==> config.mk <==
export PLATFORM = sky130hd
export DESIGN_NAME = idma_nd_req_arbiter
export DESIGN_NICKNAME = d
export VERILOG_FILES = /design/src/rtl/idma_nd_req_arbiter.sv
export SDC_FILE = /design/constraint.sdc
export NUM_CORES = 1
export LEC_CHECK = 0
export BUFFER_PORTS_ARGS = -buffer_cell sky130_fd_sc_hd__buf_2
export CAP_MARGIN = 0
export CORE_MARGIN = 5
export CORE_UTILIZATION = 45
export DETAILED_ROUTE_END_ITERATION = 8
export PLACE_DENSITY = 0.7
export SLEW_MARGIN = 10
export SYNTH_ARGS = -nofsm -noshare
export SYNTH_HDL_FRONTEND = slang
export SYNTH_SLANG_ARGS = --single-unit
==> constraint.sdc <==
create_clock -name clk_i -period 2.8 [get_ports clk_i]
set_input_delay 0.56 -clock clk_i [delete_from_list [all_inputs] [get_ports clk_i]]
set_output_delay 0.56 -clock clk_i [all_outputs]
set_load 0.005 [all_outputs]
==> src/rtl/idma_nd_req_arbiter.sv <==
// idma_nd_req_arbiter: round-robin sharing of one ND midend between NumReq requesters, with in-order response routing.
// Optional IDMA_ND_ARB_PRIO_EN adds prio_i, which gives a priority class to the arbitration.
module idma_nd_req_arbiter #(
   parameter int  NumReq         = 2,
   parameter int  MaxOutstanding = 4,
   parameter type idma_nd_req_t  = logic,
   parameter type idma_rsp_t     = logic,
   localparam int IdW  = (NumReq > 1) ? $clog2(NumReq) : 1,
   localparam int PtrW = (MaxOutstanding > 1) ? $clog2(MaxOutstanding) : 1,
   localparam int CntW = $clog2(MaxOutstanding + 1)
) (
   input  logic                            clk_i,
   input  logic                            rst_i,
   input  idma_nd_req_t [NumReq-1:0]       req_i,
   input  logic [NumReq-1:0]               req_valid_i,
   output logic [NumReq-1:0]               req_ready_o,
   output idma_rsp_t [NumReq-1:0]          rsp_o,
   output logic [NumReq-1:0]               rsp_valid_o,
   input  logic [NumReq-1:0]               rsp_ready_i,
`ifdef IDMA_ND_ARB_PRIO_EN
   input  logic [NumReq-1:0]               prio_i,
`endif
   output idma_nd_req_t                    nd_req_o,
   output logic                            nd_req_valid_o,
   input  logic                            nd_req_ready_i,
   input  idma_rsp_t                       nd_rsp_i,
   input  logic                            nd_rsp_valid_i,
   output logic                            nd_rsp_ready_o,
   output logic [CntW-1:0]                 outstanding_o,
   output logic                            busy_o
);
   localparam logic IDLE   = 1'b0;
   localparam logic LOCKED = 1'b1;

   logic                state_q;
   logic [IdW-1:0]      grant_q, rr_q, pick, sel, idx, head;
   logic [NumReq-1:0]   cand;
   logic [IdW-1:0]      ids_q [MaxOutstanding];
   logic [PtrW-1:0]     wr_q, rd_q;
   logic [CntW-1:0]     cnt_q;
   logic                full, empty, push, pop;

   always_comb begin
      cand = req_valid_i;
`ifdef IDMA_ND_ARB_PRIO_EN
      if (|(req_valid_i & prio_i)) cand = req_valid_i & prio_i;
`endif
      pick = rr_q;
      idx  = rr_q;
      // descending offsets so the nearest valid index at/after the pointer wins last
      for (int i = NumReq - 1; i >= 0; i--) begin
         idx = IdW'((int'(rr_q) + i) % NumReq);
         if (cand[idx]) pick = idx;
      end
   end

   assign full           = cnt_q == CntW'(MaxOutstanding);
   assign empty          = cnt_q == '0;
   assign sel            = (state_q == LOCKED) ? grant_q : pick;
   assign nd_req_o       = req_i[sel];
   assign nd_req_valid_o = !full && ((state_q == LOCKED) ? req_valid_i[grant_q] : |cand);
   assign push           = nd_req_valid_o && nd_req_ready_i;
   assign req_ready_o    = push ? NumReq'(1) << sel : '0;

   assign head           = ids_q[rd_q];
   assign nd_rsp_ready_o = !empty && rsp_ready_i[head];
   assign rsp_valid_o    = (nd_rsp_valid_i && !empty) ? NumReq'(1) << head : '0;
   assign pop            = nd_rsp_valid_i && nd_rsp_ready_o;
   assign outstanding_o  = cnt_q;
   assign busy_o         = nd_req_valid_o || !empty;

   always_comb for (int i = 0; i < NumReq; i++) rsp_o[i] = nd_rsp_i;

   always_ff @(posedge clk_i) begin
      if (rst_i) begin
         state_q <= IDLE;
         grant_q <= '0;
         rr_q    <= '0;
         wr_q    <= '0;
         rd_q    <= '0;
         cnt_q   <= '0;
      end else begin
         if (push) begin
            state_q <= IDLE;
            rr_q    <= (sel == IdW'(NumReq - 1)) ? '0 : sel + 1'b1;
            wr_q    <= (wr_q == PtrW'(MaxOutstanding - 1)) ? '0 : wr_q + 1'b1;
         end else if (state_q == IDLE && nd_req_valid_o) begin
            state_q <= LOCKED;
            grant_q <= pick;
         end
         if (pop) rd_q <= (rd_q == PtrW'(MaxOutstanding - 1)) ? '0 : rd_q + 1'b1;
         cnt_q <= cnt_q + CntW'(push) - CntW'(pop);
      end
   end

   always_ff @(posedge clk_i) if (push) ids_q[wr_q] <= sel;

   a_locked_valid : assert property (@(posedge clk_i) disable iff (rst_i)
      state_q == LOCKED |-> req_valid_i[grant_q]);
   a_rsp_no_id : assert property (@(posedge clk_i) disable iff (rst_i)
      !(nd_rsp_valid_i && empty));
endmodule

# ---- Word level (Yosys, flattened, before mapping)
# Memories as Yosys holds them, arrays and structs flattened. A register that Yosys moved wholly into a read port is not among the register bits.
# Index checks and enable logic that the tools add are counted.
dict set report totals {
  reg_bits 10
  memories 1
  input_bits 11
  ramBits 4
  out_inout_bits 13
  wordCells 61
}
dict set report classes {
  reduce_logical 13
  n_shift 2
  magnitude_cmp 5
  n_mux 23
  eq_ne 3
  bitwise_logic 2
  n_addsub 6
}
# memory depth width rd rd_clocked_by_memory_dff wr line_no
set mem_list {}
lappend mem_list {ids_q 4 1 1 1 1 38} ;# logic [IdW-1:0] ids_q [MaxOutstanding];
# op n
set op_table {}
lappend op_table {{$mux 1} 17}
lappend op_table {{$mux 2} 6}
lappend op_table {{$lt 1x2->1 const B} 5}
lappend op_table {{$logic_and 1x1->1} 6}
lappend op_table {{$add 2x1->2 const B} 2}
lappend op_table {{$eq 2x2->1 const B} 2}
lappend op_table {{$reduce_or 2->1} 2}
lappend op_table {{$shl 1x1->2 const A} 2}
lappend op_table {{$add 3x1->3} 1}
lappend op_table {{$eq 3x3->1 const B} 1}
lappend op_table {{$logic_not 3->1} 1}
lappend op_table {{$sub 3x1->3} 1}
lappend op_table {{$add 1x1->1 const B} 2}
lappend op_table {{$logic_not 1->1} 2}
lappend op_table {{$not 1->1} 2}
lappend op_table {{$reduce_and 2->1} 1}
lappend op_table {{$logic_or 1x1->1} 1}

# ---- Depth between registers and ports, before layout
dict set report depth {
  depth_word 8
  ltp_mapped 12
  depth_no_buf 11
}

# ---- Worst setup path after synthesis
# No wires, ideal clock.
dict set report synth_timing {
  path_kind {input to register}
  from {input port req_valid_i[1]}
  to {register cnt_q[2] (netlist: outstanding_o[2])}
  n_path_buf 1
  t_required_ps 2672
  setup_ps 128
  arrival_time_ps 2456
  stages 12
  slack_ps 217
  path_cell_list {mux2i_1 a2111oi_2 buf_4 inv_1 ha_1 inv_1 ha_1 inv_1 fa_1 xor2_1 xnor2_1 nor2_1}
}
dict set report synth_via {
  elab_chain_cells 7
  word_cells_on_any_way 8
  cone_classes {2 x add/sub; 3 x mux; 3 x reduce/logical}
}
# element line_no
set synth_rtl {}
lappend synth_rtl {{start: declaration} 15} ;# input logic [NumReq-1:0] req_valid_i,
lappend synth_rtl {{$mux 1 (implied by the code) (2 in a row)} 61} ;# assign nd_req_valid_o = !full && ((state_q == LOCKED) ? req_valid_i[grant_q] : |cand);
lappend synth_rtl {{$mux 1 (*)} 61}
lappend synth_rtl {{$logic_and 1x1->1 (*)} 61}
lappend synth_rtl {{$logic_and 1x1->1 (*)} 62} ;# assign push = nd_req_valid_o && nd_req_ready_i;
lappend synth_rtl {{$add 3x1->3 (*)} 92} ;# cnt_q <= cnt_q + CntW'(push) - CntW'(pop);
lappend synth_rtl {{$sub 3x1->3 (*)} 92}
lappend synth_rtl {{end signal: assignment} 92}
lappend synth_rtl {{end: declaration} 40} ;# logic [CntW-1:0] cnt_q;
# Mark *: on every way between the ends. The rest lies on a longest branch, timed or not. The select of a mux whose other input is x is not followed.
# A chain may end at the register's enable or synchronous reset.

==> metrics.txt <==
status finished clean; drc violations 0; PwrDens 745 mW/mm^2; Syn Std Cell Area 885 um^2; GRT met2 Usage 0.227; setup TNS 0 ns; routed vias/inst 4.82; Max VDD drop 0.000369 V; Clock Skew 0.000924 ns; First DRT Iteration DRCs 6; Cells after Synth 89; Setup crit start kind register; WL/cell 11.9 um; vias in the first global route 661; global route hottest layer met2; antenna-violating nets left 0; RSZ-0062 raised after global routing no; Slew HR 0.720; Post-Syn Area per Cell 9.94 um^2; die area 0.00295 mm^2; final hold vios 0; Seq cells post-synth 16; post-cts sizing count 0; drt total wl 1660 um; Horiz. Die Dim 54.3 um; IO Pins 24; Max Root-Sink Buffers 2; fmax 380 MHz; Fillers 190; Final #Nets 132; CTS tree built; GRT overflow 0; Yosys cell types 31; maxcap violations 0; Post-DP HPWL 1310 um; total CTS buffers 3; Tightest Hold Check Type reg -> reg; row cnt 16; syn_nets 108; Port-buffer cells 20; initial antenna violation count 0; H-tree lvl count 1; root buffer cell clkbuf_4; EDFF count, synth 4; Crit. End Element register; Reg clk slew, reported paths 0.09 ns; Seq/Total Area, Yosys 0.407; commonest register cell after synthesis dfxtp_1; Total Routing Usage GR 0.135; period utilisation layout 0.940; # setup viols final 0; Final Max Slew Viols 0; Async S/R FF share, synth 0; largest net degree at the start of global routing 11; Die Span Y 54.3 um; first-pass GRT wire length 2730 um; worst slew pin tran 0.415 ns; Initial Utilization 0.460; most frequent cells in the layout buf_2, nor2_1, dfxtp_1; CTS Hold Buffers Added 0; core footprint 0.00192 mm^2; Setup CP Type reg -> reg; drt pass-1 iters 2; Area Growth Syn to Fin 18.1%; vias 670; post-CTS setup buffer count 0; Clock Sinks 16; Crit path arrival time 2.81 ns; Final min period 2.63 ns; commonest non-fill, non-tap cell in the layout buf_2; Worst-Skew Late Latency 0.28 ns; critical-path maximum fanout 4; met3 usage 0.0354; synth warn 0; global placement routability congestion 0.751; Pleak 0.000483 uW; hold slack 0.489 ns; Ant. Diodes 0; Req. time, crit path 2.98 ns; met1 GRT Util 0.150; share of cells above drive strength 1 0.286
metrics by stage:
stage / utilization / cell area [um^2] / cells / power [uW] / worst slack [ns]
2_1_floorplan: - / 885 / 89 / 554 / 0.217
3_3_place_gp: 0.530 / 1020 / 135 / 649 / 0.189
3_5_place_dp: 0.530 / 1020 / 135 / 665 / 0.107
4_1_cts: 0.544 / 1040 / 139 / 791 / 0.135
5_1_grt: 0.544 / 1040 / 139 / 853 / 0.0126
6_report: 0.544 / 1040 / 139 / 779 / 0.167
synth_stat cells (2+ instances only):
master / instances / share of area
clkbuf_1: 2 / 0.0085
dfxtp_1: 12 / 0.27
ha_1: 7 / 0.099
nand2_1: 3 / 0.013
o311ai_0: 2 / 0.020
nor2_1: 14 / 0.059
edfxtp_1: 4 / 0.14
inv_1: 9 / 0.038
nor3_1: 2 / 0.011
a211oi_1: 2 / 0.017
mux2i_1: 6 / 0.068
and2_1: 5 / 0.035
buf_4: 3 / 0.025
critical path, cell delays in order (launching register included):
cell and delay, ns:
edfxtp_1 0.38, mux4_2 0.56, mux2i_2 0.33, ha_1 0.29
inv_1 0.06, ha_1 0.13, inv_1 0.05, fa_1 0.37
xor2_1 0.18, xnor2_1 0.14, nor2_1 0.05
metal layers:
layer,wire (um),vias to the layer above
met5,0,-
met3,95,4
met4,32,0
li1,-,350
met2,783,18
met1,748,298
power by group:
group	leakage [uW]	internal, uW	switching (uW)	total (uW)
sequential	0.000135	284	54.7	338
combinational	0.000332	167	151	317
clock	0.0000154	51.7	71.0	123
path summary, 6_finish.rpt:
path,startpoint,endpoint,slack [ns],cells past startpoint
max,ids_q[3],outstanding_o[2],0.17,10
min,rr_q,rr_q,0.49,2
max reg2reg,ids_q[3],outstanding_o[2],0.17,10
min reg2reg,rr_q,rr_q,0.49,2
cell type report:
class | instances | area [um^2] | area share
Inverter | 9 | 33.8 | 0.0323
Clock inverter | 1 | 3.75 | 0.00359
Tap cell | 27 | 33.8 | 0.0323
Sequential cell | 16 | 360 | 0.345
Clock buffer | 3 | 22.5 | 0.0216
Multi-Input combinational cell | 59 | 460 | 0.441
Timing Repair Buffer | 24 | 130 | 0.125
logic make-up (layout without fill, tap and decap cells):
logic type,after synthesis,in the layout,share of synthesized area
flip-flops,16,16,0.407
AO/OA/AOI/OAI,9,9,0.0820
AND/OR/NAND/NOR,30,30,0.164
XOR/XNOR,2,2,0.0198
adder cells (fa/ha/maj),9,9,0.133
buffers and inverters,14,37,0.0721
multiplexers,9,9,0.122
(Power assumes the default switching activity.)
